## src/rtl/plab2_proc_muldiv_iter.sv

```systemverilog
// Iterative multiply/divide unit: one bit of work per cycle, one operation in flight.
// Shift-add multiply and restoring divide share the operand and accumulator registers.
module plab2_proc_muldiv_iter #(
  parameter int p_nbits = 32
) (
  input  logic               clk,
  input  logic               reset,
  input  logic               req_val,
  output logic               req_rdy,
  input  logic [2:0]         req_msg_fn,
  input  logic [p_nbits-1:0] req_msg_a,
  input  logic [p_nbits-1:0] req_msg_b,
  output logic               resp_val,
  input  logic               resp_rdy,
  output logic [p_nbits-1:0] resp_msg
);

  localparam int c_cw = (p_nbits > 1) ? $clog2(p_nbits) : 1;
  localparam logic [c_cw-1:0] c_last = c_cw'(p_nbits - 1);

  localparam logic [2:0] FN_MUL  = 3'd0;
  localparam logic [2:0] FN_DIV  = 3'd1;
  localparam logic [2:0] FN_DIVU = 3'd2;
  localparam logic [2:0] FN_REM  = 3'd3;
  localparam logic [2:0] FN_REMU = 3'd4;

  typedef enum logic [1:0] {
    IDLE = 2'd0,
    CALC = 2'd1,
    DONE = 2'd2
  } state_t;

  state_t             state;
  logic [c_cw-1:0]    count;
  logic [2:0]         fn;
  logic [p_nbits-1:0] a_reg;
  logic [p_nbits-1:0] b_reg;
  logic [p_nbits-1:0] acc;
  logic               neg_q;
  logic               neg_r;
  logic [p_nbits-1:0] result;

  logic               req_signed;
  logic               a_neg;
  logic               b_neg;
  logic [p_nbits-1:0] a_in;
  logic [p_nbits-1:0] b_in;

  // Signed divide/remainder work on magnitudes; a zero divisor never negates the quotient
  always_comb begin
    req_signed = (req_msg_fn == FN_DIV) || (req_msg_fn == FN_REM);
    a_neg      = req_msg_a[p_nbits-1];
    b_neg      = req_msg_b[p_nbits-1];
    a_in       = req_msg_a;
    b_in       = req_msg_b;
    if (req_signed && a_neg) a_in = -req_msg_a;
    if (req_signed && b_neg) b_in = -req_msg_b;
  end

  logic [p_nbits:0]   rem_shift;
  logic [p_nbits:0]   diff;
  logic [p_nbits-1:0] acc_next;
  logic [p_nbits-1:0] a_next;
  logic [p_nbits-1:0] b_next;

  // Multiply: a_reg is the shifting multiplicand, b_reg the shifting multiplier.
  // Divide: a_reg shifts the dividend out and the quotient in, acc holds the remainder.
  always_comb begin
    rem_shift = {acc, a_reg[p_nbits-1]};
    diff      = rem_shift - {1'b0, b_reg};
    acc_next  = acc;
    a_next    = a_reg;
    b_next    = b_reg;
    if (fn == FN_MUL) begin
      acc_next = acc + (b_reg[0] ? a_reg : {p_nbits{1'b0}});
      a_next   = a_reg << 1;
      b_next   = b_reg >> 1;
    end else if (!diff[p_nbits]) begin
      acc_next = diff[p_nbits-1:0];
      a_next   = {a_reg[p_nbits-2:0], 1'b1};
    end else begin
      acc_next = rem_shift[p_nbits-1:0];
      a_next   = {a_reg[p_nbits-2:0], 1'b0};
    end
  end

  logic [p_nbits-1:0] fixed;

  always_comb begin
    fixed = '0;
    case (fn)
      FN_MUL:  fixed = acc_next;
      FN_DIV:  fixed = neg_q ? -a_next : a_next;
      FN_DIVU: fixed = a_next;
      FN_REM:  fixed = neg_r ? -acc_next : acc_next;
      FN_REMU: fixed = acc_next;
      default: fixed = '0;
    endcase
  end

  always_ff @(posedge clk or negedge reset) begin
    if (!reset) begin
      state    <= IDLE;
      count    <= '0;
      fn       <= '0;
      a_reg    <= '0;
      b_reg    <= '0;
      acc      <= '0;
      neg_q    <= 1'b0;
      neg_r    <= 1'b0;
      result   <= '0;
      req_rdy  <= 1'b1;
      resp_val <= 1'b0;
    end else begin
      case (state)
        IDLE: begin
          if (req_val && req_rdy) begin
            fn      <= req_msg_fn;
            a_reg   <= a_in;
            b_reg   <= b_in;
            acc     <= '0;
            neg_q   <= req_signed && (a_neg != b_neg) && (req_msg_b != '0);
            neg_r   <= req_signed && a_neg;
            count   <= c_last;
            state   <= CALC;
            req_rdy <= 1'b0;
          end
        end
        CALC: begin
          a_reg <= a_next;
          b_reg <= b_next;
          acc   <= acc_next;
          if (count == '0) begin
            result   <= fixed;
            state    <= DONE;
            resp_val <= 1'b1;
          end else begin
            count <= count - 1'b1;
          end
        end
        DONE: begin
          if (resp_val && resp_rdy) begin
            state    <= IDLE;
            resp_val <= 1'b0;
            req_rdy  <= 1'b1;
          end
        end
        default: begin
          state    <= IDLE;
          req_rdy  <= 1'b1;
          resp_val <= 1'b0;
        end
      endcase
    end
  end

  assign resp_msg = result;

endmodule
```

## config.mk

```make
export PLATFORM = sky130hd
export DESIGN_NAME = plab2_proc_muldiv_iter
export DESIGN_NICKNAME = d
export VERILOG_FILES = /design/src/rtl/plab2_proc_muldiv_iter.sv
export SDC_FILE = /design/constraint.sdc
export NUM_CORES = 1
export LEC_CHECK = 0
export ABC_AREA = 1
export BUFFER_PORTS_ARGS = -buffer_cell sky130_fd_sc_hd__buf_2
export CAP_MARGIN = 10
export CORE_ASPECT_RATIO = 2
export CORE_MARGIN = 4
export CORE_UTILIZATION = 41
export CTS_CLUSTER_DIAMETER = 50
export DETAILED_ROUTE_END_ITERATION = 10
export GPL_TIMING_DRIVEN = 1
export MAX_ROUTING_LAYER = met4
export PLACE_DENSITY = 0.65
export SYNTH_ARGS = -nofsm -noshare
export SYNTH_HDL_FRONTEND = slang
export SYNTH_SLANG_ARGS = --single-unit
```

## constraint.sdc

```tcl
create_clock -name clk -period 8.3 [get_ports clk]
set_input_delay 1.66 -clock clk [delete_from_list [all_inputs] [get_ports clk]]
set_output_delay 1.66 -clock clk [all_outputs]
set_load 0.02 [all_outputs]
```

# [After elaboration in Yosys (flattened, before gate mapping)]
# Cells that the tools add are included.
[totals] input_bits=71 wordCells=85 reg_bits=142 out_inout_bits=34
[classes] n_reduce_logical=21 n_addsub=7 eq_ne=14 bitwise_logic=2 n_mux=30
[op_table] operator="$mux 32" count=11
[op_table] operator="$pmux 32 s2" count=3
[op_table] operator="$neg 32->32" count=4
[op_table] operator="$pmux 32 s4" count=1
[op_table] operator="$sub 33x32->33" count=1
[op_table] operator="$add 32x32->32" count=1
[op_table] operator="$reduce_bool 32->1" count=1
[op_table] operator="$reduce_and 3->1" count=5
[op_table] operator="$mux 5" count=2
[op_table] operator="$ne 2x2->1 const B" count=5
[op_table] operator="$pmux 5 s2" count=1
[op_table] operator="$eq 3x2->1 const B" count=3
[op_table] operator="$eq 3x1->1 const B" count=2
[op_table] operator="$logic_and 1x1->1" count=6
[op_table] operator="$mux 1" count=6
[op_table] operator="$mux 2" count=3
[op_table] operator="$pmux 1 s3" count=2
[op_table] operator="$pmux 2 s3" count=1
[op_table] operator="$reduce_and 2->1" count=3
[op_table] operator="$logic_not 5->1" count=1
[op_table] operator="$sub 5x1->5 const B" count=1
[op_table] operator="$eq 3x3->1 const B" count=1
[op_table] operator="$logic_not 3->1" count=1
[op_table] operator="$eq 2x1->1 const B" count=1
[op_table] operator="other kinds (7)" count=8

# [Depth between registers and ports, before layout]
# Gate-level depths: netlist of run 1.
[logic_depth] ltp_word=6 ltp_mapped=31 mapped_depth_nobuf=31

# [Worst setup path before layout of run 1]
# Ideal clock, no wire load.
[synth_path] path_type="register to register" startpoint="register b_reg[0]" endpoint="register result[30], in the netlist resp_msg[30]" setup_ns=0.117 arrival_ns=3.828 required_ns=8.183 path_stages_with_launch=31 path_slack_ns=4.355 cell_sequence="dfrtp_1 -> ha_1 -> fa_1 -> inv_1 -> nand2_1 -> nand2_1 -> nand3_1 -> nand2_2 -> nand2_1 -> nand2_2 -> nand2_4 -> nand2_4 -> nand2_4 -> nand3_2 -> ha_1 -> nand3_1 -> nor3_1 -> nand3_1 -> nor2_1 -> nand3_1 -> nor3_1 -> nand2_1 -> inv_1 -> a21oi_1 -> a21oi_1 -> xor2_1 -> o22ai_1 -> nor2_1 -> nand2_1 -> nand2_1 -> nand2_1"
[synth_via] elab_chain_len=6
[synth_rtl] item="start: declaration" line_no="37" rtl="logic [p_nbits-1:0] b_reg;"
[synth_rtl] item="start signal: assignment" line_no="120" rtl="b_reg <= b_in;"
[synth_rtl] item="start signal: assignment" line_no="131" rtl="b_reg <= b_next;"
[synth_rtl] item="$sub 33x32->33 / $mux 32 (equally long branches)" line_no="70, 75"
[synth_rtl] item="$mux 32, or another cell as far along" line_no="78" rtl="end else if (!diff[p_nbits]) begin"
[synth_rtl] item="$mux 32 / $mux 1 (equally long branches)" line_no="74" rtl="if (fn == FN_MUL) begin"
[synth_rtl] item="$neg 32->32, on equally long branches" line_no="95, 93"
[synth_rtl] item="$mux 32, on equally long branches" line_no="95, 93"
[synth_rtl] item="$pmux 32 s4 *" line_no="91" rtl="case (fn)"
[synth_rtl] item="end signal: assignment" line_no="134" rtl="result <= fixed;"
[synth_rtl] item="end: declaration" line_no="41" rtl="logic [p_nbits-1:0] result;"
# Mark *: on every way between the ends. The rest lies on a longest branch, timed or not.
# A chain may end at the register's enable or synchronous reset.

# [Final worst setup path of run 1]
[layout_path] startpoint="register fn[1]" endpoint="register result[30], in the netlist resp_msg[30]"
[layout_via] elab_chain_len=5
[layout_rtl] item="start: declaration" line_no="35" rtl="logic [2:0] fn;"
[layout_rtl] item="start signal: assignment" line_no="118" rtl="fn <= req_msg_fn;"
[layout_rtl] item="$logic_not 3->1" line_no="74, 91"
[layout_rtl] item="$mux 32 / $mux 1 (equally long branches)" line_no="74"
[layout_rtl] item="$neg 32->32, on equally long branches" line_no="95, 93"
[layout_rtl] item="$mux 32, on equally long branches" line_no="95, 93"
[layout_rtl] item="$pmux 32 s4 *" line_no="91"
# Marked as above.

==> impl_metrics.tcl, run 1 <==
set metrics [dict create \
    max_clock_freq_ghz 0.168 \
    p_int_uw 1220 \
    routedWlPerCell_um 20.8 \
    area_growth_pct 9.90 \
    cts-root-buf "clkbuf_16" \
    clk_latency_ps 470 \
    p_sw_uw 518 \
    rows 100 \
    endpoint_kind "flop" \
    final_nets 2801 \
    path_clk_slew_ps 70 \
    viasPerCell 5.61 \
    hold_violations 0 \
    ys_seq_area_frac 0.229 \
    drt-total-wl_mm 65.2 \
    crit_arrival_ps 6320 \
    drcViolationCount 0 \
    cts_tree "yes" \
    critPathBufInv 4 \
    fillers 4042 \
    port_buffers 104 \
    syn_nets 2737 \
    grt_pass1_vias 17300 \
    synth.ff_latch_count 142 \
    gp_congestion 1.09 \
    pwr-share-clk 0.486 \
    holdBufCountCts 0 \
    status "completed" \
    comb_power_share 0.110 \
    min_path_type "reg -> reg" \
    cp_cell_sequence "nor2_1 > inv_1 > nor2_2 > buf_4 > clkinv_1 > nand3_2 > ha_1 > nand3_1 > nor3_1 > nand3_1 > nor2_1 > nand3_1 > nor3_1 > nand2_1 > inv_1 > a21oi_1 > a21oi_1 > xor2_1 > o22ai_1 > nor2_1 > nand2_1 > nand2_1 > nand2_1" \
    power.density_mw_per_mm2 102 \
    final_common_cell "nand2_1" \
    cpMostUsedCell "nand2_1" \
    synth_cell_type_count 56 \
    worst_slew_pin_slew_ps 1220 \
    worst-setup-path-type "reg -> reg" \
    finalSetupTns_ps 0 \
    period_needed_ps 5960 \
    switching_share 0.298 \
    slew-limit-headroom 0.190 \
    dr_total_vias 17500 \
    syn_area_sq_mm 0.0155 \
    cts_buffer_depth 2 \
    grt_overflow_total 0 \
    path_delay_family "simple AND/OR/NAND/NOR gates" \
    drtIter0Drc 1240 \
    leakage_uw 0.00874 \
    slowest_stage "nor2_1" \
    grt_max_degree 88 \
    syn_inst 2594 \
    antenna_found_initial 0 \
    multi_input_area_sq_mm 0.0102 \
    postRouteAntennaNets 0 \
    final_cell_mix "832 x nand2_1, 352 x inv_1, 230 x nor2_1" \
    timing.final.crit_share 0.718 \
    core_area_sq_mm 0.0373 \
    cts_buffers 17 \
    worst_path_largest_cell_delay_ps 910 \
    seqCellArea_sq_mm 0.00355 \
    h-tree-depth 4 \
    slew_viol_final 0 \
    postSynthAreaPerCell_sq_um 5.97 \
    rsz0062_at_grt "no" \
    layout-drive-gt1-share 0.0921 \
    cts_setup_buffers 0 \
    dieArea_sq_mm 0.0412 \
    clock_skew_ps 18.2 \
    place_ws_ps 2490 \
    irDropWorstVdd_uv 147 \
    cts_resized 0 \
    setup_viol 0 \
    start_util 0.416 \
    ys_warn_count 0 \
    hpwl_mm 53.0 \
    ios 105 \
    dr.pass1.iters 6 \
    seqPwrFrac 0.404 \
    critPathLaunchType "flop" \
    grt_pass1_wl_mm 97.5 \
    maxCapViolations 0 \
    crit_required_ps 8660 \
    cts_sinks 142 \
    diodes 0 \
    setup_slack_ps 2340 \
    die_height_um 283 \
    die_w_um 145 \
    crit_path_max_fanout 34 \
    grt_use_total 0.317 \
]
cell usage after synthesis, drive strengths merged:
cell,instances,area (sq um)
a21boi,3,22.5
a21o,4,30.0
a21oi,117,604
a221oi,2,17.5
a22oi,4,30.0
a2bb2oi,1,8.76
a31oi,8,50.1
a32oi,2,17.5
and2,1,6.26
buf,21,138
clkbuf,56,210
clkinv,8,31.3
dfrtp,141,3530
dfstp,1,26.3
fa,2,40.0
ha,70,876
inv,360,1350
nand2,869,3410
nand3,209,1110
nand3b,17,128
nand4,29,181
nor2,247,967
nor3,39,195
nor3b,4,30.0
nor4,8,50.1
o2111ai,3,26.3
o211ai,16,120
o21a,2,15.0
o21ai,189,953
o21bai,12,101
o221ai,47,412
o22ai,26,163
o31ai,1,7.51
or2,7,43.8
or3,1,6.26
or4,1,7.51
xnor2,23,201
xor2,43,377
final cells by class:
type                    count  area share
clock inverters            15      0.0114
well taps                 459      0.0337
inverters                 368      0.0812
multi-input cells        2007       0.601
repair buffers            122      0.0389
clock buffers              17      0.0250
flip-flops and latches    142       0.209
worst min-delay path: stages (launching register included):
cell     delay (ps)
dfrtp_1         340
nand2_1          50
nand2_1          50
stage by stage:
| stage | util | instances | power (uW) | cell area [sq um] | hold WS, ps |
|---|---|---|---|---|---|
| 2_1_floorplan | - | 2594 | 821 | 15500 | 473 |
| 3_5_place_dp | 0.440 | 3098 | 905 | 16400 | 462 |
| 6_report | 0.457 | 3130 | 1740 | 17000 | 478 |
| 4_1_cts | 0.457 | 3130 | 1740 | 17000 | 482 |
| 5_1_grt | 0.457 | 3130 | 1790 | 17000 | 505 |
| 3_3_place_gp | 0.440 | 3098 | 901 | 16400 | 462 |
worst paths after layout:
path                                          startpoint                       end  slack (ps)  cells past startpoint
worst max-delay path                   fn[1]$_DFFE_PN0P_  resp_msg[30]$_DFFE_PN0P_        2340                     23
worst min-delay path            resp_msg[16]$_DFFE_PN0P_  resp_msg[16]$_DFFE_PN0P_         480                      2
worst max register to register         fn[1]$_DFFE_PN0P_  resp_msg[30]$_DFFE_PN0P_        2340                     23
worst min register to register  resp_msg[16]$_DFFE_PN0P_  resp_msg[16]$_DFFE_PN0P_         480                      2
max in group asynchronous                          reset         neg_q$_DFFE_PN0P_        5660                      2
min in group asynchronous                          reset      count[3]$_DFFE_PN0P_        1250                      1
logic make-up (layout without fill, tap and decap cells):
group / after synthesis / in the layout / synth area share
AO/OA/AOI/OAI: 437 / 437 / 0.166
flip-flops: 142 / 142 / 0.229
buffers and inverters: 445 / 522 / 0.112
XOR/XNOR: 66 / 66 / 0.0373
adder cells (fa/ha/maj): 72 / 72 / 0.0591
AND/OR/NAND/NOR: 1432 / 1432 / 0.396
routing by layer:
metal / track usage / part of all wire
met1: 0.291 / 0.33
met2: 0.574 / 0.52
met3: 0.0329 / 0.041
met4: 0.280 / 0.11
met5: - / 0
power by group through the flow:
stage | Clock, uW | Combinational [uW] | Sequential [uW]
after floorplan | 0 | 106 | 714
after global placement | 0 | 186 | 715
after detailed placement | 0 | 190 | 715
after CTS | 849 | 191 | 702
after global routing | 875 | 214 | 702
final | 845 | 191 | 702
No activity file was read; power rests on OpenSTA's default activity.
==> inputs of run 2 (changes only) <==
- clock period: 8.3 -> 5.6 ns (I/O delays scaled with it)
==> run 2 against run 1 <==
Compared with the run above: sequential share of layout area down 0.073 points; clock-buffer cell count did not move; global-route usage up 1.7 points; power up 50%; critical path depth increased by 8; non-clock buffer count increased by 7; sequential power up 48%; register-to-register slack worse by 1500 ps; flip-flop and latch count unchanged.
==> impl_metrics.tcl, run 2 (synthesis results as in run 1) <==
set metrics [dict create \
    ios 105 \
    h-tree-depth 4 \
    clock_skew_ps 21.7 \
    setup_viol 0 \
    final_nets 2808 \
    path_delay_family "simple AND/OR/NAND/NOR gates" \
    cts_resized 0 \
    rows 100 \
    critPathBufInv 3 \
    irDropWorstVdd_uv 226 \
    port_buffers 104 \
    dr.pass1.iters 7 \
    slew-limit-headroom 0.312 \
    worst-setup-path-type "reg -> reg" \
    route.met3.wl_mm 2.31 \
    cpMostUsedCell "nand2_1" \
    drt-total-wl_mm 68.3 \
    dr_total_vias 17500 \
    routedWlPerCell_um 21.8 \
    drtIter0Drc 1159 \
    grt_use_total 0.334 \
    endpoint_kind "flop" \
    dieArea_sq_mm 0.0412 \
    final_cell_mix "832 x nand2_1, 352 x inv_1, 230 x nor2_1" \
    viasPerCell 5.59 \
    drt-met1-wl_mm 22.7 \
    place_ws_ps 848 \
    power.density_mw_per_mm2 152 \
    timing.final.crit_share 0.857 \
    worst_path_largest_cell_delay_ps 430 \
    crit_path_max_fanout 5 \
    start_util 0.416 \
    antenna_found_initial 0 \
    slowest_stage "fa_1" \
    cts_tree "yes" \
    maxCapViolations 0 \
    die_w_um 145 \
    path_clk_slew_ps 70 \
    status "completed" \
    grt_max_degree 76 \
    grt_pass1_wl_mm 102 \
    cts_sinks 142 \
    clk_latency_ps 460 \
    highest_layer "met4" \
    core_area_sq_mm 0.0373 \
    crit_required_ps 5940 \
    postRouteAntennaNets 0 \
    final_common_cell "nand2_1" \
    die_height_um 283 \
    drcViolationCount 0 \
    cts-root-buf "clkbuf_16" \
    gp_congestion 0.994 \
    finalNonFillerCells 3137 \
    cts_buffers 17 \
    setup_slack_ps 801 \
    cts_setup_buffers 0 \
    critPathLaunchType "flop" \
    layout-drive-gt1-share 0.0945 \
    grt_overflow_total 0 \
    hpwl_mm 56.1 \
    dpl-instance-area_sq_mm 0.0165 \
    area_growth_pct 10.3 \
    slew_viol_final 0 \
    min_path_type "reg -> reg" \
    finalSetupTns_ps 0 \
    postLayoutCellArea_sq_mm 0.0171 \
    leakage_uw 0.00878 \
    hold_violations 0 \
    holdBufCountCts 0 \
    period_needed_ps 4800 \
    crit_arrival_ps 5140 \
    grt_pass1_vias 17600 \
    rsz0062_at_grt "no" \
    cts_buffer_depth 2 \
    met2_length_mm 36.3 \
    worst_slew_pin_slew_ps 1020 \
    max_clock_freq_ghz 0.208 \
    diodes 0 \
    placed_cells_incl_taps 3105 \
]
## run 2: area by class of cell
type                       instances  area [sq um]
multi-input combinational       2007         10200
inverter                         368          1380
fill                            4038         20200
clock inverter                    15           189
tap                              459           574
sequential                       142          3550
timing repair buffer             129           727
clock buffer                      17           425
## run 2: through the flow
stage	hold slack (ps)	power, uW	util
after detailed placement	459	1350	0.442
final	481	2600	0.458
after floorplan	473	1220	-
after CTS	482	2610	0.458
after global routing	504	2690	0.458
after global placement	461	1350	0.442
## run 2: worst reg2reg max path: cells and delay by family (launching register included)
kind	cells	cell delay (ps)
AND/OR/NAND/NOR	21	2620
flip-flops	1	380
adder cells (fa/ha/maj)	3	870
AO/OA/AOI/OAI	3	350
XOR/XNOR	1	160
buffers and inverters	3	310
## run 2: layer usage
metal  vias up  GRT usage
met5         -          -
met4         0      0.279
met3       189     0.0264
li1       8592          -
met1      8219      0.304
met2       546      0.621
## run 2: worst paths after layout
check                                      endpoint  slack (ps)                     start  cells past startpoint
hold / removal             resp_msg[18]$_DFFE_PN0P_         480  resp_msg[18]$_DFFE_PN0P_                      2
max in group asynchronous       acc[30]$_DFFE_PN0P_        3980                     reset                      2
min in group asynchronous   resp_msg[3]$_DFFE_PN0P_         670                     reset                      1
setup / recovery           resp_msg[30]$_DFFE_PN0P_         800     a_reg[31]$_DFFE_PN0P_                     31
setup reg to reg           resp_msg[30]$_DFFE_PN0P_         800     a_reg[31]$_DFFE_PN0P_                     31
hold reg to reg            resp_msg[18]$_DFFE_PN0P_         480  resp_msg[18]$_DFFE_PN0P_                      2
## run 2: power breakdown
part | total, uW | switching [uW] | leakage (uW) | internal, uW
Combinational | 296 | 201 | 0.00691 | 95.5
Sequential | 1040 | 4.51 | 0.00157 | 1040
Clock | 1270 | 584 | 0.000302 | 682
